### config.mk
export PLATFORM = sky130hd
export DESIGN_NAME = csa_mod_reduce_flat
export DESIGN_NICKNAME = d
export VERILOG_FILES = /design/src/rtl/csa_mod_reduce_if.sv /design/src/rtl/csa_mod_reduce.sv /design/src/flat_wrapper.sv
export SDC_FILE = /design/constraint.sdc
export NUM_CORES = 1
export LEC_CHECK = 0
export CAP_MARGIN = 25
export CORE_ASPECT_RATIO = 1.2
export CORE_MARGIN = 5
export CORE_UTILIZATION = 55
export DETAILED_ROUTE_END_ITERATION = 8
export PLACE_DENSITY = 0.8
export SYNTH_ARGS = -nofsm -noshare
export SYNTH_HDL_FRONTEND = slang
export SYNTH_SLANG_ARGS = --single-unit
### constraint.sdc
create_clock -name clk -period 3.2 [get_ports clk]
set_input_delay 0.64 -clock clk [delete_from_list [all_inputs] [get_ports clk]]
set_output_delay 0.64 -clock clk [all_outputs]
set_load 0.005 [all_outputs]
### src/rtl/csa_mod_reduce_if.sv
// rtl/csa_mod_reduce_if.sv - handshake bundle for the modular reduction pipeline
//
// Purpose: groups the input and output valid/ready streams of csa_mod_reduce.
// Signals:
//   in_valid  - upstream has in_data this cycle
//   in_ready  - reducer accepts in_data this cycle
//   in_data   - unreduced sum x, N+EXT bits
//   out_valid - out_data holds a result
//   out_ready - downstream accepts out_data this cycle
//   out_data  - x mod q, N bits
// Modports: master = producer/consumer side (testbench, NTT datapath),
//           slave  = the reducer itself.
interface csa_mod_reduce_if #(
  parameter int N   = 64,
  parameter int EXT = 4
);
  logic             in_valid;
  logic             in_ready;
  logic [N+EXT-1:0] in_data;
  logic             out_valid;
  logic             out_ready;
  logic [N-1:0]     out_data;

  modport master (
    output in_valid, in_data, out_ready,
    input  in_ready, out_valid, out_data
  );

  modport slave (
    input  in_valid, in_data, out_ready,
    output in_ready, out_valid, out_data
  );
endinterface

### src/rtl/csa_mod_reduce.sv
// rtl/csa_mod_reduce.sv - pipelined binary-descent reduction of a CSA sum modulo q
//
// Purpose: reduces x (N+EXT bits, x < 2^EXT * q) to x mod q with one registered
// conditional-subtract stage per headroom bit. Stage s subtracts q << (EXT-1-s)
// when its input is at least that large, so the residue range halves each stage.
// Ports:
//   clk   - rising-edge clock
//   rst_n - asynchronous active-low reset, clears all stage data and valid bits
//   q     - modulus, held stable while data is in flight
//   bus   - csa_mod_reduce_if.slave: in_valid/in_ready/in_data, out_valid/out_ready/out_data
module csa_mod_reduce #(
  parameter int N   = 64,
  parameter int EXT = 4
) (
  input  logic             clk,
  input  logic             rst_n,
  input  logic [N-1:0]     q,
  csa_mod_reduce_if.slave  bus
);
  localparam int W = N + EXT;

  logic [W-1:0]   data_r    [EXT];
  logic [EXT-1:0] valid_r;
  logic [W-1:0]   stage_nxt [EXT];
  logic           en;

  // Single global enable: the whole chain advances or the whole chain holds.
  // Bubbles travel with the data rather than being squeezed out.
  assign en           = !valid_r[EXT-1] || bus.out_ready;
  assign bus.in_ready = en;
  assign bus.out_valid = valid_r[EXT-1];
  assign bus.out_data  = data_r[EXT-1][N-1:0];

  for (genvar s = 0; s < EXT; s++) begin : g_stage
    localparam int K = EXT - 1 - s;
    logic [W-1:0] y;
    logic [W-1:0] qk;

    if (s == 0) begin : g_first
      assign y = bus.in_data;
    end else begin : g_rest
      assign y = data_r[s-1];
    end

    // q is widened before the shift so the top bits of q << K are kept.
    assign qk           = {{EXT{1'b0}}, q} << K;
    // Equality takes the subtraction, leaving a residue strictly below q << K.
    assign stage_nxt[s] = (y >= qk) ? (y - qk) : y;
  end

  always_ff @(posedge clk or negedge rst_n) begin
    if (!rst_n) begin
      valid_r <= '0;
      for (int s = 0; s < EXT; s++) begin
        data_r[s] <= '0;
      end
    end else if (en) begin
      valid_r[0] <= bus.in_valid;
      for (int s = 1; s < EXT; s++) begin
        valid_r[s] <= valid_r[s-1];
      end
      for (int s = 0; s < EXT; s++) begin
        data_r[s] <= stage_nxt[s];
      end
    end
  end
endmodule

### src/flat_wrapper.sv
// flat-port wrapper written by rule: the top's interface ports become plain ports
module csa_mod_reduce_flat 
#(
  parameter int N   = 64,
  parameter int EXT = 4
)
  (clk, rst_n, q, bus_in_valid, bus_in_data, bus_out_ready, bus_in_ready, bus_out_valid, bus_out_data);
  csa_mod_reduce_if #(.N(N), .EXT(EXT)) bus_i ();
  input  logic clk;
  input  logic rst_n;
  input  logic [N-1:0] q;
  input wire logic [$bits(bus_i.in_valid)-1:0] bus_in_valid;
  input wire logic [$bits(bus_i.in_data)-1:0] bus_in_data;
  input wire logic [$bits(bus_i.out_ready)-1:0] bus_out_ready;
  output wire logic [$bits(bus_i.in_ready)-1:0] bus_in_ready;
  output wire logic [$bits(bus_i.out_valid)-1:0] bus_out_valid;
  output wire logic [$bits(bus_i.out_data)-1:0] bus_out_data;
  assign bus_i.in_valid = bus_in_valid;
  assign bus_i.in_data = bus_in_data;
  assign bus_i.out_ready = bus_out_ready;
  assign bus_in_ready = bus_i.in_ready;
  assign bus_out_valid = bus_i.out_valid;
  assign bus_out_data = bus_i.out_data;
  csa_mod_reduce #(.N(N), .EXT(EXT)) u_core (.clk(clk), .rst_n(rst_n), .q(q), .bus(bus_i));
endmodule
==> results of run 1 <==
-- layer usage --
layer	GRT usage	GRT overflow
met1	0.812	13
met2	0.984	410
met3	0.731	35
met4	0.884	239
met5	0.469	5
-- synth_stat cells (59+ instances only) --
library cell / count / area share
a21oi_1: 572 / 0.10
nor2_1: 445 / 0.059
nand2_1: 385 / 0.051
o21ai_0: 282 / 0.050
dfrtp_1: 272 / 0.24
ha_1: 256 / 0.11
clkbuf_1: 178 / 0.024
a21o_1: 151 / 0.040
inv_1: 147 / 0.019
xnor2_1: 133 / 0.041
xor2_1: 96 / 0.030
nand4_1: 80 / 0.018
buf_4: 66 / 0.017
mux2i_1: 59 / 0.021
-- logic make-up after synthesis --
family	after synthesis	synth area share
compound gates	1396	0.298
flops	272	0.240
fa+ha+maj	260	0.116
simple gates	1196	0.189
mux	59	0.0208
xor+xnor	229	0.0707
buf+inv	424	0.0661
-- per-stage QoR --
| step | instances | instance area (um^2) | hold slack, ns |
|---|---|---|---|
| after global placement | 5660 | 39800 | 0.448 |
| after CTS | 5836 | 44900 | 0.00787 |
| after floorplan | 3836 | 28800 | 0.344 |
| after detailed placement | 5660 | 39800 | 0.457 |
-- timing repair --
item                                    CTS
resized for setup                       704
hold buffers                              0
buffers inserted                        111
cloned                                   18
endpoints found under the setup margin  262
pin swaps                               234
==> reports/summary.txt, run 1 <==
Chip Height -> 259 um
Ys async rst share -> 1.00
Remaining Overflow, GRT -> 702
Post-synth EDFFs -> 0
Seq cells post-synth -> 272
Clock root cell -> clkbuf_16
Detailed Place HPWL -> 89300 um
Place WS -> -1.35 ns
Final Wtd Congestion -> 1.08
Std-Cell Rows -> 91
IO buf count -> 201
Avg Synthesized Cell Area -> 7.40 um^2
Starting density of the core -> 0.554
Mapped Nets -> 4232
Gr usage total -> 0.844
CTS Buf Count -> 29
Worst EP kind -> sequential cell input
Failed at -> global routing (5_1_grt)
Max clock buf depth -> 3
Outcome -> did not finish
Clk sinks -> 272
Mapped Area -> 28400 um^2
Die X -> 217 um
Register area share after synthesis -> 0.240
Worst_ep grt -> u_core.g_stage[2].y[48]$_DFFE_PN0P_/D
YS warnings -> 0
Cells after synthesis -> 3836
H-Tree Depth -> 1
Ys flop type -> dfrtp_1
# IOs -> 202
Synth unique cells -> 86
First Err -> [ERROR GRT-0232] Routing congestion too high. Check the congestion heatmap in the GUI.
Largest net degree at the start of global routing -> 116
==> run 2: changes to the inputs <==
--- a/config.mk
+++ b/config.mk
@@ -6,11 +6,10 @@
 export NUM_CORES = 1
 export LEC_CHECK = 0
 export CAP_MARGIN = 25
-export CORE_ASPECT_RATIO = 1.2
 export CORE_MARGIN = 5
-export CORE_UTILIZATION = 55
+export CORE_UTILIZATION = 40
 export DETAILED_ROUTE_END_ITERATION = 8
-export PLACE_DENSITY = 0.8
+export PLACE_DENSITY_LB_ADDON = 0.15
 export SYNTH_ARGS = -nofsm -noshare
 export SYNTH_HDL_FRONTEND = slang
 export SYNTH_SLANG_ARGS = --single-unit
==> constraint.sdc (replaced) <==
create_clock -name clk -period 4.2 [get_ports clk]
set_input_delay 0.84 -clock clk [delete_from_list [all_inputs] [get_ports clk]]
set_output_delay 0.84 -clock clk [all_outputs]
set_load 0.005 [all_outputs]
==> run 2 against run 1 <==
The flow now finishes without violations. Synthesized area stayed put. Synthesized cell count stayed put.
==> reports/summary.txt, run 2 <==
Pwr dens -> 757 nW/um^2
CTS Buf Count -> 34 (was 29)
Cells after synthesis -> 3836 (unchanged)
Final #Nets -> 5034
Unrepaired setup endpoints after global routing -> true
DR top layer -> met4
Combinational share of power -> 0.705
Vias in the first global route -> 28537
Multi-input gate area -> 19800 um^2
Worst skew pair latency -> 0.57 ns
Flop2flop setup slack -> 0.60 ns
Leak pwr -> 18.1 nW
Die Area -> 76400 um^2
DRC Markers -> 0
Switch Pwr -> 0.0130 W
Final WL -> 105000 um
Clock root cell -> clkbuf_16 (unchanged)
Mapped Nets -> 4232 (unchanged)
Chip Height -> 276 um (was 259 um)
RR Startpoint -> u_core.g_stage[1].y[58]
Synth area leaders -> dfrtp_1 24%, ha_1 11%, a21oi_1 10% (unchanged)
# IOs -> 202 (unchanged)
Int Pwr -> 0.0158 W
Avg Synthesized Cell Area -> 7.40 um^2 (unchanged)
TritonCTS clock tree -> built
Slew HR -> 0.428
Commonest non-fill, non-tap cell in the layout -> buf_4
Post-CTS setup buffer count -> 0 (was 111)
Ys flop type -> dfrtp_1 (unchanged)
Slew of the pin with the lowest slew margin -> 0.858 ns
Final Core Density -> 0.543
Critical Path RT -> 4.63 ns
Antenna violations before repair -> 0
Drt wl/cell -> 18.7 um
Max reg flops -> 204
Startpoint types -> input port
Reg power frac -> 0.187
Final count of hold timing violations -> 0
R2R cell count -> 14
Max-Cap Viols -> 0
Place WS -> -0.634 ns (was -1.35 ns)
Critical Path AT -> 4.55 ns
Peak fanout along the critical path -> 55
Slowest stage cell on the critical path -> o41a_1
WL met1 -> 54500 um
CP Capture Type -> flop
YS warnings -> 0 (unchanged)
Synth unique cells -> 86 (unchanged)
Tmin final -> 4.12 ns
Post-DRT Antenna Nets -> 0
Worst vdd ir -> 0.000330 V
Storage element area -> 6810 um^2
Sw frac -> 0.451
IO buf count -> 201 (unchanged)
Register area share after synthesis -> 0.240 (unchanged)
F_max -> 243 MHz
Core ar. -> 70100 um^2
Post-synth EDFFs -> 0 (unchanged)
Gr usage total -> 0.262
Most frequent cells in the layout -> 822 x buf_4, 571 x a21oi_1, 445 x nor2_1, 385 x nand2_1, 281 x o21ai_0
DR pass1 iterations -> 5
Type of the tightest min-delay check -> in2async
Vias after detailed routing -> 30413
Mapped Area -> 28400 um^2 (unchanged)
H-Tree Depth -> 2 (was 1)
Area grow syn2layout -> 34.3%
Largest net degree at the start of global routing -> 121
Final Setup Violations -> 0
Antenna diodes -> 0
Biggest area consumer among synthesized cells -> dfrtp_1 (unchanged)
Crit-path max cell delay -> 0.55 ns
CTS clk-pin slew, worst paths -> 0.06 ns
Final Wtd Congestion -> 0.939 (was 1.08)
Worst r2r dst -> u_core.g_stage[2].y[66]
DR WL met2 -> 42900 um
Clock group share of total power -> 0.108
Min setup slack post-route -> 0.0782 ns
Clk sinks -> 272 (unchanged)
Die X -> 276 um (was 217 um)
First-pass GRT wire length -> 162000 um
Critical path startpoint -> q[1]
Count leader, synth -> a21oi_1 (unchanged)
# fillers -> 6947
Share of the synthesized area in the top cell type -> 0.240 (unchanged)
Starting density of the core -> 0.404 (was 0.554)
Outcome -> finished clean (was did not finish)
Std-Cell Rows -> 97 (was 91)
Crit share post-route -> 0.981
Synth cell count leaders -> 572 x a21oi_1, 445 x nor2_1, 385 x nand2_1, 282 x o21ai_0, 272 x dfrtp_1 (unchanged)
Remaining Overflow, GRT -> 0
Seq cells post-synth -> 272 (unchanged)
Initial DRC Count -> 2328
Cell Chain, Critical Path -> clkdlybuf4s50_1 > inv_1 > ha_1 > nor2b_1 > o31a_1 > o21ai_1 > a21boi_1 > o41a_1 > nor3_1 > nor2_1 > a31o_4 > buf_12 > o21ai_0 > a21oi_1
Fin. max-slew vios -> 0
Kind of critical path -> in2reg
Vias per inst -> 5.43
Share of layout cells above drive strength 1 -> 0.204
Total length of routed met3 wires -> 5570 um
Final Skew -> 0.0246 ns
Max clock buf depth -> 3 (unchanged)
Ys async rst share -> 1.00 (unchanged)
Detailed Place HPWL -> 88000 um (was 89300 um)
-- run 2: cell counts after synthesis --
No cell type changed its count.
-- run 2: how the worst max path moves through the flow --
stage                         endpoint  slack (ns)
6_report       u_core.g_stage[1].y[25]        0.08
5_1_grt        u_core.g_stage[1].y[23]       -0.08
4_1_cts        u_core.g_stage[1].y[67]        0.02
3_5_place_dp   u_core.g_stage[2].y[17]       -0.63
3_3_place_gp   u_core.g_stage[2].y[25]       -0.60
2_1_floorplan  u_core.g_stage[2].y[65]        0.52
-- run 2: power groups by stage --
stage                     Clock (W)  Combinational [W]  Sequential (W)
final                       0.00312             0.0203         0.00538
after global placement            0             0.0199         0.00535
after detailed placement          0             0.0200         0.00537
after global routing        0.00328             0.0225         0.00552
after floorplan                   0             0.0125         0.00473
after CTS                   0.00320             0.0202         0.00533
-- run 2: logic make-up (layout without fill, tap and decap cells) --
group	count (synthesis)	count (layout)	share of synthesized area
compound gates	1396	1396	0.298
simple gates	1196	1196	0.189
buf+inv	424	1251	0.0661
flops	272	272	0.240
fa+ha+maj	260	260	0.116
xor+xnor	229	229	0.0707
mux	59	59	0.0208
-- run 2: what timing repair did --
action / 4_1_cts / 5_1_grt
resized for setup: 1 / 12
hold buffers: 0 / 0
setup endpoints to repair: 2 / 45
hold endpoints to repair: 0 / 0
-- run 2: per-layer routing --
layer,vias up,global-route usage
met5,-,0
met4,0,0.0542
met3,101,0.0253
met2,808,0.385
met1,14132,0.416
li1,15372,-
-- run 2: area by class of cell --
class / instances / area share
Inverter: 147 / 0.0147
Multi-Input combinational cell: 3140 / 0.519
Tap cell: 940 / 0.0309
Timing Repair Buffer: 1043 / 0.225
Clock inverter: 13 / 0.00420
Sequential cell: 272 / 0.179
Clock buffer: 48 / 0.0270
-- run 2: worst max-delay path: cells and delay by family --
| kind | cells | cell delay, ns |
|---|---|---|
| compound gates | 7 | 1.96 |
| fa+ha+maj | 1 | 0.32 |
| simple gates | 3 | 0.47 |
| buf+inv | 3 | 0.92 |
-- run 2: stage by stage --
step	TNS [ns]	std cells	hold slack (ns)	area, um^2	total power [W]
5_1_grt	-0.396	5603	0.242	38100	0.0313
6_report	0	5603	0.197	38100	0.0288
3_5_place_dp	-72.27	5542	0.447	36800	0.0254
2_1_floorplan	0	3836	0.430	28400	0.0173
4_1_cts	0	5603	0.206	38000	0.0287
3_3_place_gp	-63.95	5542	0.441	36800	0.0253
Note: power is estimated with default switching activity, not from simulation.
==> run 3: changes to the inputs <==
--- a/config.mk
+++ b/config.mk
@@ -6,8 +6,9 @@
 export NUM_CORES = 1
 export LEC_CHECK = 0
 export CAP_MARGIN = 25
+export CORE_ASPECT_RATIO = 0.7
 export CORE_MARGIN = 5
-export CORE_UTILIZATION = 40
+export CORE_UTILIZATION = 51
 export DETAILED_ROUTE_END_ITERATION = 8
 export PLACE_DENSITY_LB_ADDON = 0.15
 export SYNTH_ARGS = -nofsm -noshare
==> run 3 against run 2 <==
Count of clock-buffer cells in the layout decreased by 8. Clock skew increased by 0.0052 ns. Flip-flop and latch count unchanged. Global-route usage increased by 7.8 points. Register-to-register slack improved by 0.02 ns. Critical path type unchanged. Critical endpoint is now u_core.g_stage[1].y[30]. Highest routed layer unchanged.
==> reports/summary.txt, run 3 (synthesis gave the netlist of run 2 again) <==
Startpoint types -> input port (unchanged)
Starting density of the core -> 0.515 (was 0.404)
Detailed Place HPWL -> 90600 um (was 88000 um)
DR top layer -> met4 (unchanged)
Max-Cap Viols -> 0 (unchanged)
Slowest stage cell on the critical path -> clkdlybuf4s50_1 (was o41a_1)
Crit share post-route -> 0.968 (was 0.981)
Final WL -> 108000 um (was 105000 um)
RR Startpoint -> u_core.g_stage[1].y[10] (was u_core.g_stage[1].y[58])
WL met1 -> 52900 um (was 54500 um)
Unrepaired setup endpoints after global routing -> false (was true)
Final Skew -> 0.0298 ns (was 0.0246 ns)
CP Capture Type -> flop (unchanged)
Fin. max-slew vios -> 0 (unchanged)
Total length of routed met3 wires -> 16300 um (was 5570 um)
Vias after detailed routing -> 31334 (was 30413)
Leak pwr -> 17.6 nW (was 18.1 nW)
Antenna violations before repair -> 2 (was 0)
DR pass1 iterations -> 8 (was 5)
Critical Path RT -> 4.65 ns (was 4.63 ns)
Vias per inst -> 5.89 (was 5.43)
Flop2flop setup slack -> 0.62 ns (was 0.60 ns)
Share of layout cells above drive strength 1 -> 0.189 (was 0.204)
CTS clk-pin slew, worst paths -> 0.06 ns (about the same)
Clk sinks -> 272 (unchanged)
Critical path startpoint -> q[22] (was q[1])
Chip Height -> 207 um (was 276 um)
Final Setup Violations -> 0 (unchanged)
Crit-path max cell delay -> 0.47 ns (was 0.55 ns)
Cell Chain, Critical Path -> clkdlybuf4s50_1 > inv_1 > buf_4 > ha_1 > nand4_1 > nor4b_2 > and2_1 > o41a_1 > nor3_1 > nor2_1 > a31o_4 > buf_12 > mux2i_1 > a21oi_1 (was clkdlybuf4s50_1 > inv_1 > ha_1 > nor2b_1 > o31a_1 > o21ai_1 > a21boi_1 > o41a_1 > nor3_1 > nor2_1 > a31o_4 > buf_12 > o21ai_0 > a21oi_1)
Gr usage total -> 0.340 (was 0.262)
Remaining Overflow, GRT -> 0 (unchanged)
Largest net degree at the start of global routing -> 128 (was 121)
Outcome -> finished clean (unchanged)
Core ar. -> 55100 um^2 (was 70100 um^2)
Max clock buf depth -> 3 (unchanged)
Final #Nets -> 4960 (was 5034)
Area grow syn2layout -> 30.7% (was 34.3%)
Max reg flops -> 204 (unchanged)
# IOs -> 202 (unchanged)
TritonCTS clock tree -> built (unchanged)
F_max -> 246 MHz (was 243 MHz)
IO buf count -> 201 (unchanged)
Most frequent cells in the layout -> 753 x buf_4, 569 x a21oi_1, 445 x nor2_1, 385 x nand2_1, 282 x o21ai_0 (was 822 x buf_4, 571 x a21oi_1, 445 x nor2_1, 385 x nand2_1, 281 x o21ai_0)
Vias in the first global route -> 28278 (was 28537)
Die Area -> 60500 um^2 (was 76400 um^2)
DRC Markers -> 0 (unchanged)
DR WL met2 -> 37500 um (was 42900 um)
Type of the tightest min-delay check -> in2async (unchanged)
Drt wl/cell -> 20.3 um (was 18.7 um)
Peak fanout along the critical path -> 56 (was 55)
Tmin final -> 4.07 ns (was 4.12 ns)
Clock root cell -> clkbuf_16 (unchanged)
R2R cell count -> 13 (was 14)
Post-CTS setup buffer count -> 0 (unchanged)
Die X -> 292 um (was 276 um)
Commonest non-fill, non-tap cell in the layout -> buf_4 (unchanged)
Worst skew pair latency -> 0.60 ns (was 0.57 ns)
Worst r2r dst -> u_core.g_stage[2].y[57] (was u_core.g_stage[2].y[66])
Final count of hold timing violations -> 0 (unchanged)
Post-DRT Antenna Nets -> 0 (unchanged)
Kind of critical path -> in2reg (unchanged)
Pwr dens -> 771 nW/um^2 (was 757 nW/um^2)
Post-Route Setup TNS -> 0 ns (unchanged)
Initial DRC Count -> 3200 (was 2328)
Std-Cell Rows -> 72 (was 97)
H-Tree Depth -> 1 (was 2)
Worst vdd ir -> 0.000408 V (was 0.000330 V)
First-pass GRT wire length -> 165000 um (was 162000 um)
Slew HR -> 0.516 (was 0.428)
Critical Path AT -> 4.51 ns (was 4.55 ns)
Slew of the pin with the lowest slew margin -> 0.726 ns (was 0.858 ns)
Final Wtd Congestion -> 1.06 (was 0.939)
CTS Buf Count -> 31 (was 34)
Hold_ws -> 0.254 ns (was 0.197 ns)
-- run 3: cell types whose count changed in the layout (fill, tap and decap cells not counted), moves of 2 or more --
cell,previous run,this run
buf_4,822,753
clkbuf_16,37,31
a31oi_1,36,40
a31oi_2,7,3
clkbuf_8,6,3
diode_2,0,3
a21oi_1,571,569
a21oi_2,3,5
buf_12,19,17
clkinv_4,2,0
inv_6,2,0
nor4_1,26,24
nor4_2,1,3
-- run 3: through the flow --
stage          utilization  cells  power, W  instance area (um^2)  setup slack, ns
6_report             0.673   5324    0.0286                 37100            0.134
5_1_grt              0.673   5321    0.0308                 37100          0.00100
4_1_cts              0.672   5321    0.0281                 37000            0.132
3_5_place_dp         0.654   5271    0.0252                 36000           -0.457
3_3_place_gp         0.654   5271    0.0250                 36000           -0.435
2_1_floorplan            -   3836    0.0173                 28400            0.518
-- run 3: layout make-up --
class / count / area [um^2]
diodes: 3 / 7.51
multi-input cells: 3140 / 19800
clock buffers: 40 / 840
repair buffers: 972 / 8030
flip-flops and latches: 272 / 6810
inverters: 147 / 559
clock inverters: 10 / 155
fillers: 4915 / 18000
well taps: 740 / 926
-- run 3: metal layers --
metal | vias to the layer above | track usage
met5 | - | 0
met4 | 0 | 0.0462
met3 | 89 | 0.142
met2 | 1520 | 0.415
met1 | 14518 | 0.552
li1 | 15207 | -
-- run 3: timing repair --
item,in CTS,in global routing
setup endpoints to repair,0,72
resized for setup,0,13
hold buffers,0,0
-- run 3: critical path: cells and delay by family --
family	cells	cell delay (ns)
compound gates	3	0.68
fa+ha+maj	1	0.38
simple gates	5	1.05
buf+inv	4	1.15
mux	1	0.35
-- run 3: worst max-delay path by stage --
stage | slack (ns) | cells after the start | endpoint
final | 0.13 | 14 | u_core.g_stage[1].y[30]
after CTS | 0.13 | 16 | u_core.g_stage[2].y[14]
after global routing | 0.001 | 16 | u_core.g_stage[3].y[61]
after detailed placement | -0.46 | 16 | u_core.g_stage[2].y[8]
after global placement | -0.44 | 16 | u_core.g_stage[2].y[21]
after floorplan | 0.52 | 13 | u_core.g_stage[2].y[65]
-- run 3: power breakdown --
group	total, W	switching [W]	leakage [nW]	internal (W)
combinational	0.0202	0.0106	14.0	0.00968
clock	0.00277	0.00114	0.483	0.00163
sequential	0.00560	0.00160	3.12	0.00400
